### config.mk
export PLATFORM = sky130hd
export DESIGN_NAME = hazard_stall_ctrl
export DESIGN_NICKNAME = d
export VERILOG_FILES = /design/src/rtl/hazard_stall_ctrl.sv
export SDC_FILE = /design/constraint.sdc
export NUM_CORES = 1
export LEC_CHECK = 0
export CORE_UTILIZATION = 45
export CTS_BUF_LIST = sky130_fd_sc_hd__clkbuf_8
export CTS_CLUSTER_DIAMETER = 40
export DETAILED_ROUTE_END_ITERATION = 8
export DONT_BUFFER_PORTS = 1
export HOLD_SLACK_MARGIN = 0.02
export RECOVER_POWER = 100
export SYNTH_ARGS = -nofsm -noshare
export SYNTH_HDL_FRONTEND = slang
export SYNTH_SLANG_ARGS = --single-unit
### constraint.sdc
create_clock -name clk_i -period 2.8 [get_ports clk_i]
set_input_delay 0.56 -clock clk_i [delete_from_list [all_inputs] [get_ports clk_i]]
set_output_delay 0.56 -clock clk_i [all_outputs]
set_load 0.01 [all_outputs]
### src/rtl/hazard_stall_ctrl.sv
// rtl/hazard_stall_ctrl.sv - pipeline hazard/stall controller with data-memory wait FSM
// Resolves load-use bubbles, branch flushes and memory stalls into pipeline enables.
module hazard_stall_ctrl #(
   parameter int TIMEOUT = 255,
   parameter int CNT_W   = 16
) (
   input  logic             clk_i,
   input  logic             rst_i,
   input  logic [4:0]       IFID_rs1_i,
   input  logic [4:0]       IFID_rs2_i,
   input  logic             IDEX_memRead_i,
   input  logic [4:0]       IDEX_rd_i,
   input  logic             branch_taken_i,
   input  logic             dmem_req_i,
   input  logic             dmem_ack_i,
   output logic             hazardDetected_o,
   output logic             pcWrite_o,
   output logic             ifidWrite_o,
   output logic             ifidFlush_o,
   output logic             stallAll_o,
   output logic             err_o,
   output logic [CNT_W-1:0] stallCnt_o
);

   localparam int WAIT_W = (TIMEOUT < 1) ? 1 : $clog2(TIMEOUT + 1);

   typedef enum logic [1:0] {
      RUN      = 2'd0,
      MEM_WAIT = 2'd1,
      ERROR    = 2'd2
   } state_e;

   state_e            state_q, state_d;
   logic [WAIT_W-1:0] wait_q, wait_d;
   logic              err_q, err_d;
   logic [CNT_W-1:0]  cnt_q, cnt_d;
   logic              stall_mem;
   logic              load_use;

   assign load_use = IDEX_memRead_i && (IDEX_rd_i != 5'd0) &&
                     ((IDEX_rd_i == IFID_rs1_i) || (IDEX_rd_i == IFID_rs2_i));

   always_comb begin
      state_d   = state_q;
      wait_d    = wait_q;
      stall_mem = 1'b0;
      case (state_q)
         RUN: begin
            if (dmem_req_i && !dmem_ack_i) begin
               stall_mem = 1'b1;
               state_d   = MEM_WAIT;
               wait_d    = WAIT_W'(1);
            end
         end
         MEM_WAIT: begin
            if (dmem_ack_i) begin
               state_d = RUN;
               wait_d  = '0;
            end else begin
               stall_mem = 1'b1;
               if (wait_q == WAIT_W'(TIMEOUT)) begin
                  state_d = ERROR;
               end else begin
                  wait_d = wait_q + WAIT_W'(1);
               end
            end
         end
         ERROR: begin
            stall_mem = 1'b1;
         end
         default: begin
            state_d = RUN;
            wait_d  = '0;
         end
      endcase
   end

   // Everything is gated by rst_i so the pipeline is frozen while held in reset.
   always_comb begin
      stallAll_o       = rst_i & stall_mem;
      hazardDetected_o = 1'b0;
      pcWrite_o        = 1'b0;
      ifidWrite_o      = 1'b0;
      ifidFlush_o      = 1'b0;
      if (!rst_i || stallAll_o) begin
         pcWrite_o   = 1'b0;
         ifidWrite_o = 1'b0;
      end else if (load_use) begin
         hazardDetected_o = 1'b1;
      end else if (branch_taken_i) begin
         ifidFlush_o = 1'b1;
         pcWrite_o   = 1'b1;
         ifidWrite_o = 1'b1;
      end else begin
         pcWrite_o   = 1'b1;
         ifidWrite_o = 1'b1;
      end
   end

   always_comb begin
      err_d = err_q || (state_d == ERROR);
      cnt_d = cnt_q;
      if (!pcWrite_o && (cnt_q != {CNT_W{1'b1}})) begin
         cnt_d = cnt_q + CNT_W'(1);
      end
   end

   always_ff @(posedge clk_i or negedge rst_i) begin
      if (!rst_i) begin
         state_q <= RUN;
         wait_q  <= '0;
         err_q   <= 1'b0;
         cnt_q   <= '0;
      end else begin
         state_q <= state_d;
         wait_q  <= wait_d;
         err_q   <= err_d;
         cnt_q   <= cnt_d;
      end
   end

   assign err_o      = err_q;
   assign stallCnt_o = cnt_q;

endmodule

# Word level (Yosys, flattened, before mapping)
# Index checks and enable logic that the tools add are counted.
# word_totals
ff_bits	27
output_inout_bits	22
# classes
add_sub_neg	2
n_eq_ne	9
n_reduce_logical	13
n_mux	18
bitwise	2
# ops
operator	n
$mux 8	3
$pmux 8 s3	1
$add 16x1->16 const B	1
$ne 16x16->1 const B	1
$eq 5x5->1	2
$mux 1	9
$add 8x1->8 const B	1
$eq 8x8->1 const B	1
$mux 2	3
$pmux 2 s3	1
$reduce_bool 5->1	1
$eq 2x2->1 const B	2
$logic_and 1x1->1	4
$logic_not 1->1	3
$logic_or 1x1->1	3
$ne 3x3->1 const B	1
$pmux 1 s3	1
$reduce_and 3->1	1
$eq 2x1->1 const B	1
$logic_not 2->1	1
$ne 2x2->1 const B	1
$and 1x1->1	1
$not 1->1	1

# Logic depth before layout (Yosys ltp)
# Gate-level depths: netlist (run 1).
# logic_depth
ltp_word	9
mapped_depth	7
mapped_depth_nobuf	7

# Worst setup path before layout (run 1)
# No wires, ideal clock.
# synth_path
path_type	input to output
from	input IDEX_rd_i[1]
to	output ifidFlush_o
t_arrival_ns	1.752
n_path_buf	1
cell_stages	5
path_slack_ns	0.488
required_time_ns	2.240
path_cell_list	or4_1 -> o21ai_2 -> o21a_4 -> buf_6 -> and2_1
# synth_via
elab_chain_len	5
elab_cells_between_ends	8
# synth_rtl
item	line_no	text
from (decl)	12	input logic [4:0] IDEX_rd_i,
$eq 5x5->1 / $reduce_bool 5->1 (equally long branches)	41, 40	
$logic_or 1x1->1 / $logic_and 1x1->1 (equally long branches)	41, 40	
$logic_and 1x1->1 (*)	40	assign load_use = IDEX_memRead_i && (IDEX_rd_i != 5'd0) &&
$mux 1 (*)	88	end else if (load_use) begin
$mux 1 (*)	85	if (!rst_i || stallAll_o) begin
to (decl)	19	output logic ifidFlush_o,
# Every way passes the cells marked *; elsewhere a longest branch is shown, timed or not.

# Worst setup path in the final report (run 1)
# layout_path
from	register state_q[1]
to	output ifidFlush_o
# layout_via
elab_chain_len	5
elab_cells_between_ends	7
# layout_rtl
item	line_no	text
from (decl)	33	state_e state_q, state_d;
from (signal assigned)	115	state_q <= state_d;
$eq 2x2->1, or another cell as far along	47	case (state_q)
$pmux 1 s3 (*)	47	
$and 1x1->1 (*)	80	stallAll_o = rst_i & stall_mem;
$logic_or 1x1->1 (*)	85	
$mux 1 (*)	85	
# Marked as above.

==> metrics.txt, run 1 <==
Crit Path Max Fanout=16; top post-synthesis cells by area=dfrtp_1, xor2_1, o21ai_0, nand3_1, nand2_1; vias post-DR=1201; post-route clock period utilization=roughly 88%; Worst Skew=between 6 and 7 ps; maximum clock path buffer count=2; Setup TNS Final=0 ps; DP HPWL=2.29 mm; hold crit path type=in -> reg; CP startpoint=state_q[1]; initial antenna violation count=0; CP max-delay cell=o311ai_0; I/O Buffers=0; Final Hold Viols=0; outcome=completed; Fmax achieved=roughly 410 MHz; Global Route Usage Sum=slightly below 20%; Critical Path RT=2240 ps; Rows=20; worst-path cell chain=o311ai_0 > inv_1 > o21a_4 > and2_0; CTS sink cnt=27; register area share after synthesis=44.3%; CP Data Arrival Time=1910 ps; NumNets Final=181; H-tree depth=1; FILL cells=302; Worst Setup End Kind=primary output; first-pass GRT wire length=5.31 mm; Leak=0.664 nW; distinct cell type count after synthesis=37; # DRC=0; commonest non-fill, non-tap cell in the layout=dfrtp_1; hold path depth=1; diodes inserted=0; Multi-input gate area=808 um^2; TritonCTS clock tree=built; synthesized area=0.00153 mm^2; Reg area=676 um^2; CP top delay family=compound AO/OA/AOI/OAI gates; Die W=approximately 60 um; Post-Syn Nets=177; relative slew slack=4.21%; area fraction of the dominant cell type after synthesis=between 40% and 50%; ANT nets after route=0; final WL=3.15 mm; total power=roughly 1 mW; Period minus WS final=2470 ps; core area=0.00313 mm^2; R2R Path Start=stallCnt_o[9]; DRT iter0 DRCs=38; Synthesis Warnings=0; Synth area leader=dfrtp_1; Crit path largest cell delay=610 ps; Top Ports=43; reg2reg path depth=5; Hold Startpoint=dmem_ack_i; largest net degree at the start of global routing=28; Num CTS Buffers=3; Worst-Margin Slew=about 1400 ps; worst path buffer plus inverter count=1; Final Max Tran Viols=0; max_cap viols=0; clk_lat worst skew=270 ps; wire length per cell=15.7 um; Power Dens Cells=613 mW/mm^2; Initial Utilization=between 40 and 50%; setup violators final=0; vias in the first global route=~1200; Cells after Synth=about 150; Critical Path Source Type=flop; Die H=60.2 um; Levels on crit path=4; drt pass-1 iters=4; worst hold margin=395 ps; Syn-to-layout area delta=4.84%; critical path class=reg -> out; # resized after CTS=0; synthesized area per cell=9.90 um^2; RePlAce Congestion=just under 0.8; layout cells sized above 1=7.64%; Root Driver=clkbuf_8; DIE AREA=about 0.0036 mm^2; worst vdd ir=0.407 mV; unrepaired setup endpoints after global routing=no; clk slew on worst S/H paths=90 ps; synthesized flop and latch total=27; Remaining Overflow, GRT=0; most frequent cells in the layout=dfrtp_1, xor2_1, nand2_1; Via density=around 6.0
[where the power goes]
part / internal, mW / leakage [nW] / switching (mW)
logic: 0.0862 / 0.305 / 0.0981
clock network: 0.0983 / 0.0269 / 0.118
registers: 0.458 / 0.332 / 0.121
total: 0.643 / 0.664 / 0.338
[worst paths after layout]
check / end / slack (ps)
worst max-delay path: ifidFlush_o / 330
worst min-delay path: wait_q[0] / 390
worst max register to register: stallCnt_o[13] / 540
worst min register to register: wait_q[3] / 500
max in group asynchronous: stallCnt_o[8] / 1350
min in group asynchronous: wait_q[2] / 600
[sequential cells by signal (all words and copies together) (netlist names)]
register    count
err_o           1
stallCnt_o     16
state_q         2
wait_q          8
[cell usage after synthesis (all sizes together)]
cell	instances
nor3	7
and4	3
a22oi	1
a21boi	1
nor3b	2
a21oi	4
mux2	3
nand2b	1
nand4	1
ha	2
nand3	11
buf	2
inv	1
o32ai	1
xor2	21
clkbuf	1
o311ai	2
nor4	1
and3	5
and2	2
dfrtp	27
nor4b	4
o21ai	13
o31ai	3
or2	1
a31oi	3
o22ai	2
nor2	13
nand2	14
o21a	1
or4	1
[layout make-up]
cell class | instances | area share, %
clock inverters | 1 | 0.235
clock buffers | 3 | 2.58
flip-flops and latches | 27 | 42.3
repair buffers | 2 | 0.704
inverters | 1 | 0.235
well taps | 44 | 3.44
multi-input cells | 123 | 50.5
[routing by layer]
| metal | vias to the layer above | wire length (um) | GRT usage (%) |
|---|---|---|---|
| met5 | - | 0 | 0 |
| met4 | 0 | 10 | 3.65 |
| met3 | 2 | 276 | 5.84 |
| met2 | 54 | 1430 | 31.7 |
| met1 | 577 | 1430 | 25.6 |
| li1 | 568 | - | - |
[timing repair]
action	CTS	global route
hold buffers	1	0
buffers inserted	0	0
endpoints found under the hold margin	27	0
[metrics by stage]
step | utilization, % | instances | setup WS (ps) | area, um^2
after global placement | 50.0 | 196 | 434 | 1570
after detailed placement | 50.0 | 196 | 425 | 1570
after floorplan | - | 154 | 488 | 1530
final | 51.1 | 201 | 334 | 1600
after CTS | 52.1 | 201 | 418 | 1630
after global routing | 51.1 | 201 | 233 | 1600
[cells by family (layout without fill, tap and decap cells)]
group	Yosys count	in the layout	synth area share [%]
AND/OR/NAND/NOR	66	66	25.0
buffers and inverters	4	7	1.72
adder cells (fa/ha/maj)	2	2	1.64
XOR/XNOR	21	21	12.1
AO/OA/AOI/OAI	31	31	13.0
flip-flops	27	27	44.3
multiplexers	3	3	2.21
Power figures use the tool's default switching activity.
==> run 2: changes to the inputs <==
--- a/config.mk
+++ b/config.mk
@@ -5,9 +5,12 @@
 export SDC_FILE = /design/constraint.sdc
 export NUM_CORES = 1
 export LEC_CHECK = 0
+export ABC_CLOCK_PERIOD_IN_PS = 2800
+export CORE_MARGIN = 2
 export CORE_UTILIZATION = 45
 export CTS_BUF_LIST = sky130_fd_sc_hd__clkbuf_8
 export CTS_CLUSTER_DIAMETER = 40
+export CTS_CLUSTER_SIZE = 16
 export DETAILED_ROUTE_END_ITERATION = 8
 export DONT_BUFFER_PORTS = 1
 export HOLD_SLACK_MARGIN = 0.02
==> run 2 against run 1 <==
Effect of this change:
- worst hold slack worse by 10 ps
- power is 2.0% higher
- die area is 6.8% higher
- fmax is 1.6% lower
- critical path type unchanged
- critical endpoint unchanged
- largest cell class unchanged
==> metrics.txt, run 2 (synthesis results as in run 1) <==
outcome=completed (unchanged); worst hold margin=384 ps (was 395 ps); Leak=0.654 nW (was 0.664 nW); setup bufs post-CTS=0 (unchanged); DP HPWL=2.30 mm (was 2.29 mm); maximum clock path buffer count=2 (unchanged); RePlAce Congestion=0.724 (was 0.792); Power Dens Cells=621 mW/mm^2 (was 613 mW/mm^2); ANT nets after route=0 (unchanged); Rows=21 (was 20); CP startpoint=state_q[0] (was state_q[1]); final WL=3.14 mm (was 3.15 mm); Critical Path Source Type=flop (unchanged); Critical Path RT=2240 ps (about the same); Remaining Overflow, GRT=0 (unchanged); DRT iter0 DRCs=49 (was 38); Worst Setup End Kind=primary output (unchanged); total power=1.00 mW (was 0.981 mW); unrepaired setup endpoints after global routing=no (unchanged); critical path class=reg -> out (unchanged); Worst-Margin Slew=1440 ps (about the same); Crit Path Max Fanout=16 (unchanged); Final Max Tran Viols=0 (unchanged); I/O Buffers=0 (unchanged); setup violators final=0 (unchanged); Syn-to-layout area delta=5.58% (was 4.84%); Critical Path End=ifidFlush_o (unchanged); Fmax achieved=399 MHz (was 406 MHz); NumNets Final=180 (was 181); TritonCTS clock tree=built (unchanged); Worst Skew=4.49 ps (was 6.43 ps); Num CTS Buffers=3 (unchanged); FF-to-FF End=stallCnt_o[5] (was stallCnt_o[13]); reg-to-reg slack, setup=370 ps (was 540 ps); Root Driver=clkbuf_8 (unchanged); CP Data Arrival Time=1950 ps (was 1910 ps); # DRC=0 (unchanged); Via density=5.85 (was 5.98); worst vdd ir=0.316 mV (was 0.407 mV); wire length per cell=15.6 um (was 15.7 um); reg2reg path depth=7 (was 5); most frequent cells in the layout=dfrtp_1, xor2_1, nand2_1 (unchanged); vias post-DR=1181 (was 1201); initial antenna violation count=0 (unchanged); number of flip-flops in the largest register=16 (unchanged); drt pass-1 iters=4 (unchanged); final non-filler cell total=202 (was 201); relative slew slack=3.78% (was 4.21%); vias in the first global route=1223 (was 1224); largest net degree at the start of global routing=28 (unchanged); clk_lat worst skew=280 ps (was 270 ps); max_cap viols=0 (unchanged); H-tree depth=1 (unchanged); Global Route Usage Sum=17.6% (was 19.5%); Period minus WS final=2510 ps (was 2470 ps); layout cells sized above 1=7.69% (was 7.64%); commonest non-fill, non-tap cell in the layout=dfrtp_1 (unchanged); Top Ports=43 (unchanged); Setup TNS Final=0 ps (unchanged); Initial Utilization=46.4% (was 48.8%); first-pass GRT wire length=5.50 mm (was 5.31 mm); R2R Path Start=stallCnt_o[0] (was stallCnt_o[9]); Die W=62.2 um (was 60.2 um); post-route clock period utilization=89.5% (was 88.1%); CTS sink cnt=27 (unchanged); diodes inserted=0 (unchanged); Die H=62.2 um (was 60.2 um); core area=0.00328 mm^2 (was 0.00313 mm^2); DIE AREA=0.00387 mm^2 (was 0.00363 mm^2); hold crit path type=in -> reg (unchanged); Final Hold Viols=0 (unchanged); Cells after DPL=197 (was 196); clk slew on worst S/H paths=90 ps (about the same)
run 2: cell count changes in the layout (fill, tap and decap cells not counted), sizes merged:
cell / before / now
buf: 1 / 0
clkinvlp: 0 / 1
inv: 2 / 1
run 2: metrics by stage:
step                      instance area, um^2  setup WS [ps]  utilization, %
after global routing                     1610            146            49.0
after CTS                                1630            309            49.6
after detailed placement                 1560            412            47.5
after floorplan                          1530            488               -
final                                    1610            293            49.0
after global placement                   1560            428            47.5
run 2: repair_timing:
action                                  CTS  global route
hold endpoints to repair                 27             0
hold buffers                              1             0
resized for setup                         0             0
endpoints found under the setup margin    0             0
run 2: layout make-up:
type                    instances  area, um^2
fillers                       329        1670
multi-input cells             123         821
flip-flops and latches         27         676
well taps                      46        57.6
clock buffers                   3        41.3
clock inverters                 1        7.51
repair buffers                  1        3.75
inverters                       1        3.75
run 2: critical path: stages, from the launching register on:
cell and delay, ps:
dfrtp_1 550, nor2_1 90, o311ai_1 440, inv_1 130, o21a_4 230, and2_0 230
run 2: where the power goes:
group          switching [mW]  total [mW]  internal, mW  leakage [nW]
combinational          0.0983       0.185        0.0865         0.300
sequential              0.127       0.585         0.458         0.332
clock                   0.129       0.230         0.101        0.0217
run 2: routing by layer:
layer | part of all wire (%) | track usage (%) | vias up
li1 | - | - | 560
met1 | 46 | 22.7 | 563
met2 | 44 | 27.7 | 51
met3 | 7.8 | 5.07 | 7
met4 | 2.0 | 7.78 | 0
met5 | 0 | 0 | -
run 2: worst min-delay path by stage:
stage / start / to / slack (ps) / cells past startpoint
6_report: dmem_ack_i / wait_q[0] / 380 / 1
5_1_grt: dmem_ack_i / wait_q[0] / 380 / 1
4_1_cts: rst_i / stallCnt_o[13] / 90 / 1
3_5_place_dp: rst_i / wait_q[4] / 270 / 0
3_3_place_gp: rst_i / wait_q[4] / 270 / 0
2_1_floorplan: rst_i / err_o / 260 / 0
==> run 3: changes to the inputs <==
--- a/config.mk
+++ b/config.mk
@@ -12,8 +12,8 @@
 export CTS_CLUSTER_DIAMETER = 40
 export CTS_CLUSTER_SIZE = 16
 export DETAILED_ROUTE_END_ITERATION = 8
-export DONT_BUFFER_PORTS = 1
 export HOLD_SLACK_MARGIN = 0.02
+export PLACE_DENSITY = 0.76
 export RECOVER_POWER = 100
 export SYNTH_ARGS = -nofsm -noshare
 export SYNTH_HDL_FRONTEND = slang
==> run 3 against run 2 <==
Effect of this change:
- sequential power fell by 7.9%
- wire length increased by 15%
- clock power is essentially flat
- sequential cell count did not move
- first-iteration DRC count decreased by 8.2%
- critical path depth is 2 higher
- cell count rose by 28%
- sequential share of layout area is 9.6 points lower
- global-route usage grew 2.6 points
==> metrics.txt, run 3 (synthesis results as in run 1) <==
pre-CTS setup slack=-365 ps (was 412 ps); Fmax achieved=369 MHz (was 399 MHz); Global Route Usage Sum=20.2% (was 17.6%); largest net degree at the start of global routing=17 (was 28); first-pass GRT wire length=6.36 mm (was 5.50 mm); Worst-Margin Slew=888 ps (was 1440 ps); Power Dens Cells=545 mW/mm^2 (was 621 mW/mm^2); ANT nets after route=0 (unchanged); fin worst setup slack=90.0 ps (was 293 ps); Remaining Overflow, GRT=0 (unchanged); hold path depth=1 (unchanged); Critical Path Source Type=primary input (was flop); total power=1.14 mW (was 1.00 mW); Comb power frac=32.8% (was 18.5%); Critical Path RT=2240 ps (about the same); Syn-to-layout area delta=36.9% (was 5.58%); commonest non-fill, non-tap cell in the layout=dfrtp_1 (unchanged); Post-CTS Hold Buffers=0 (was 1); worst vdd ir=0.430 mV (was 0.316 mV); FF-to-FF End=wait_q[3] (was stallCnt_o[5]); initial antenna violation count=0 (unchanged); Period minus WS final=2710 ps (was 2510 ps); P_sw=0.379 mW (was 0.355 mW); Setup TNS Final=0 ps (unchanged); TritonCTS clock tree=built (unchanged); CP startpoint=IDEX_rd_i[0] (was state_q[0]); final non-filler cell total=258 (was 202); unrepaired setup endpoints after global routing=no (unchanged); Worst Skew=8.65 ps (was 4.49 ps); worst path buffer plus inverter count=2 (was 1); most frequent cells in the layout=dfrtp_1, xor2_1, dlygate4sd3_1 (was dfrtp_1, xor2_1, nand2_1); wire length per cell=14.0 um (was 15.6 um); core area=0.00328 mm^2 (unchanged); RePlAce Congestion=0.788 (was 0.724); number of flip-flops in the largest register=16 (unchanged); clk_lat worst skew=280 ps (about the same); Num CTS Buffers=3 (unchanged); hold crit path type=reg -> reg (was in -> reg); Leak=0.888 nW (was 0.654 nW); NumNets Final=236 (was 180); Crit path largest cell delay=530 ps (was 550 ps); post-route clock period utilization=96.8% (was 89.5%); H-tree depth=1 (unchanged); Worst Setup End Kind=primary output (unchanged); Via density=5.35 (was 5.85); CP max-delay cell=clkdlybuf4s50_1 (was dfrtp_1); setup violators final=0 (unchanged); diodes inserted=0 (unchanged); sw frac=33.3% (was 35.5%); Cells after DPL=253 (was 197); Die H=62.2 um (unchanged); max_cap viols=0 (unchanged); maximum clock path buffer count=2 (unchanged); I/O Buffers=42 (was 0); layout cells sized above 1=10.8% (was 7.69%); final WL=3.60 mm (was 3.14 mm); Final Hold Viols=0 (unchanged); vias in the first global route=1436 (was 1223); Root Driver=clkbuf_8 (unchanged); worst-path cell chain=clkdlybuf4s50_1 > xor2_1 > nor2_1 > a22oi_2 > o21a_4 > and2_1 > dlygate4sd2_1 (was nor2_1 > o311ai_1 > inv_1 > o21a_4 > and2_0); relative slew slack=40.8% (was 3.78%); Crit Path Max Fanout=6 (was 16); Top Ports=43 (unchanged); reg-to-reg slack, setup=810 ps (was 370 ps); vias post-DR=1380 (was 1181); # DRC=0 (unchanged); DRT iter0 DRCs=45 (was 49); CP Data Arrival Time=2150 ps (was 1950 ps); dpl cell area=0.00209 mm^2 (was 0.00156 mm^2); clk slew on worst S/H paths=90 ps (about the same); Die W=62.2 um (unchanged); clock power share=19.9% (was 23.0%); Cell Int Power=0.759 mW (was 0.646 mW); Initial Utilization=46.4% (unchanged); reg2reg path depth=6 (was 7); post-route cell area=0.00209 mm^2 (was 0.00161 mm^2); R2R Path Start=state_q[1] (was stallCnt_o[0]); DIE AREA=0.00387 mm^2 (unchanged); part of the power in registers=47.3% (was 58.5%); drt pass-1 iters=4 (unchanged); Final Max Tran Viols=0 (unchanged); Hold Startpoint=err_o (was dmem_ack_i); outcome=completed (unchanged); DP HPWL=2.77 mm (was 2.30 mm); critical path class=in -> out (was reg -> out); Rows=21 (unchanged); Hold EP=err_o (was wait_q[0]); CTS sink cnt=27 (unchanged); CP top delay family=buffers and inverters (was compound AO/OA/AOI/OAI gates)
## run 3: per-stage QoR
step	utilization (%)	hold slack [ps]
after floorplan	-	264
after global placement	63.5	455
after detailed placement	63.5	460
after CTS	65.1	481
after global routing	63.6	492
final	63.6	474
## run 3: worst max-delay path by stage
stage,to,cells after the start
6_report,ifidFlush_o,7
4_1_cts,ifidFlush_o,7
5_1_grt,ifidFlush_o,7
3_5_place_dp,ifidFlush_o,8
2_1_floorplan,ifidFlush_o,5
3_3_place_gp,ifidFlush_o,6
## run 3: power groups by stage
| stage | Clock [mW] | Combinational [mW] | Sequential [mW] |
|---|---|---|---|
| after global routing | 0.254 | 0.418 | 0.556 |
| after floorplan | 0 | 0.157 | 0.565 |
| after detailed placement | 0 | 0.404 | 0.549 |
| after CTS | 0.236 | 0.408 | 0.543 |
| final | 0.227 | 0.373 | 0.539 |
| after global placement | 0 | 0.395 | 0.545 |
## run 3: routing by layer
metal | vias up | global-route usage (%) | wire (um)
met2 | 45 | 34.9 | 1730
met4 | 0 | 8.33 | 53
met3 | 5 | 3.99 | 190
met5 | - | 0 | 0
li1 | 679 | - | -
met1 | 651 | 24.9 | 1630
## run 3: final cells by class
type	count	area, um^2
Fill cell	288	1200
Multi-Input combinational cell	123	807
Sequential cell	27	676
Timing Repair Buffer	57	498
Tap cell	46	57.6
Clock buffer	3	41.3
Clock inverter	1	5.00
Inverter	1	3.75
## run 3: repair_timing
item	in CTS	in global routing
setup endpoints to repair	4	1
buffers inserted	1	0
resized for setup	10	2
pin swaps	1	2
## run 3: worst reg2reg max path, stage by stage (launching register included)
cell and delay, ps:
dfrtp_1 420, nor2_1 140, clkbuf_1 260, nand2_1 260, o22ai_1 530, o21ai_0 180, o31ai_1 100
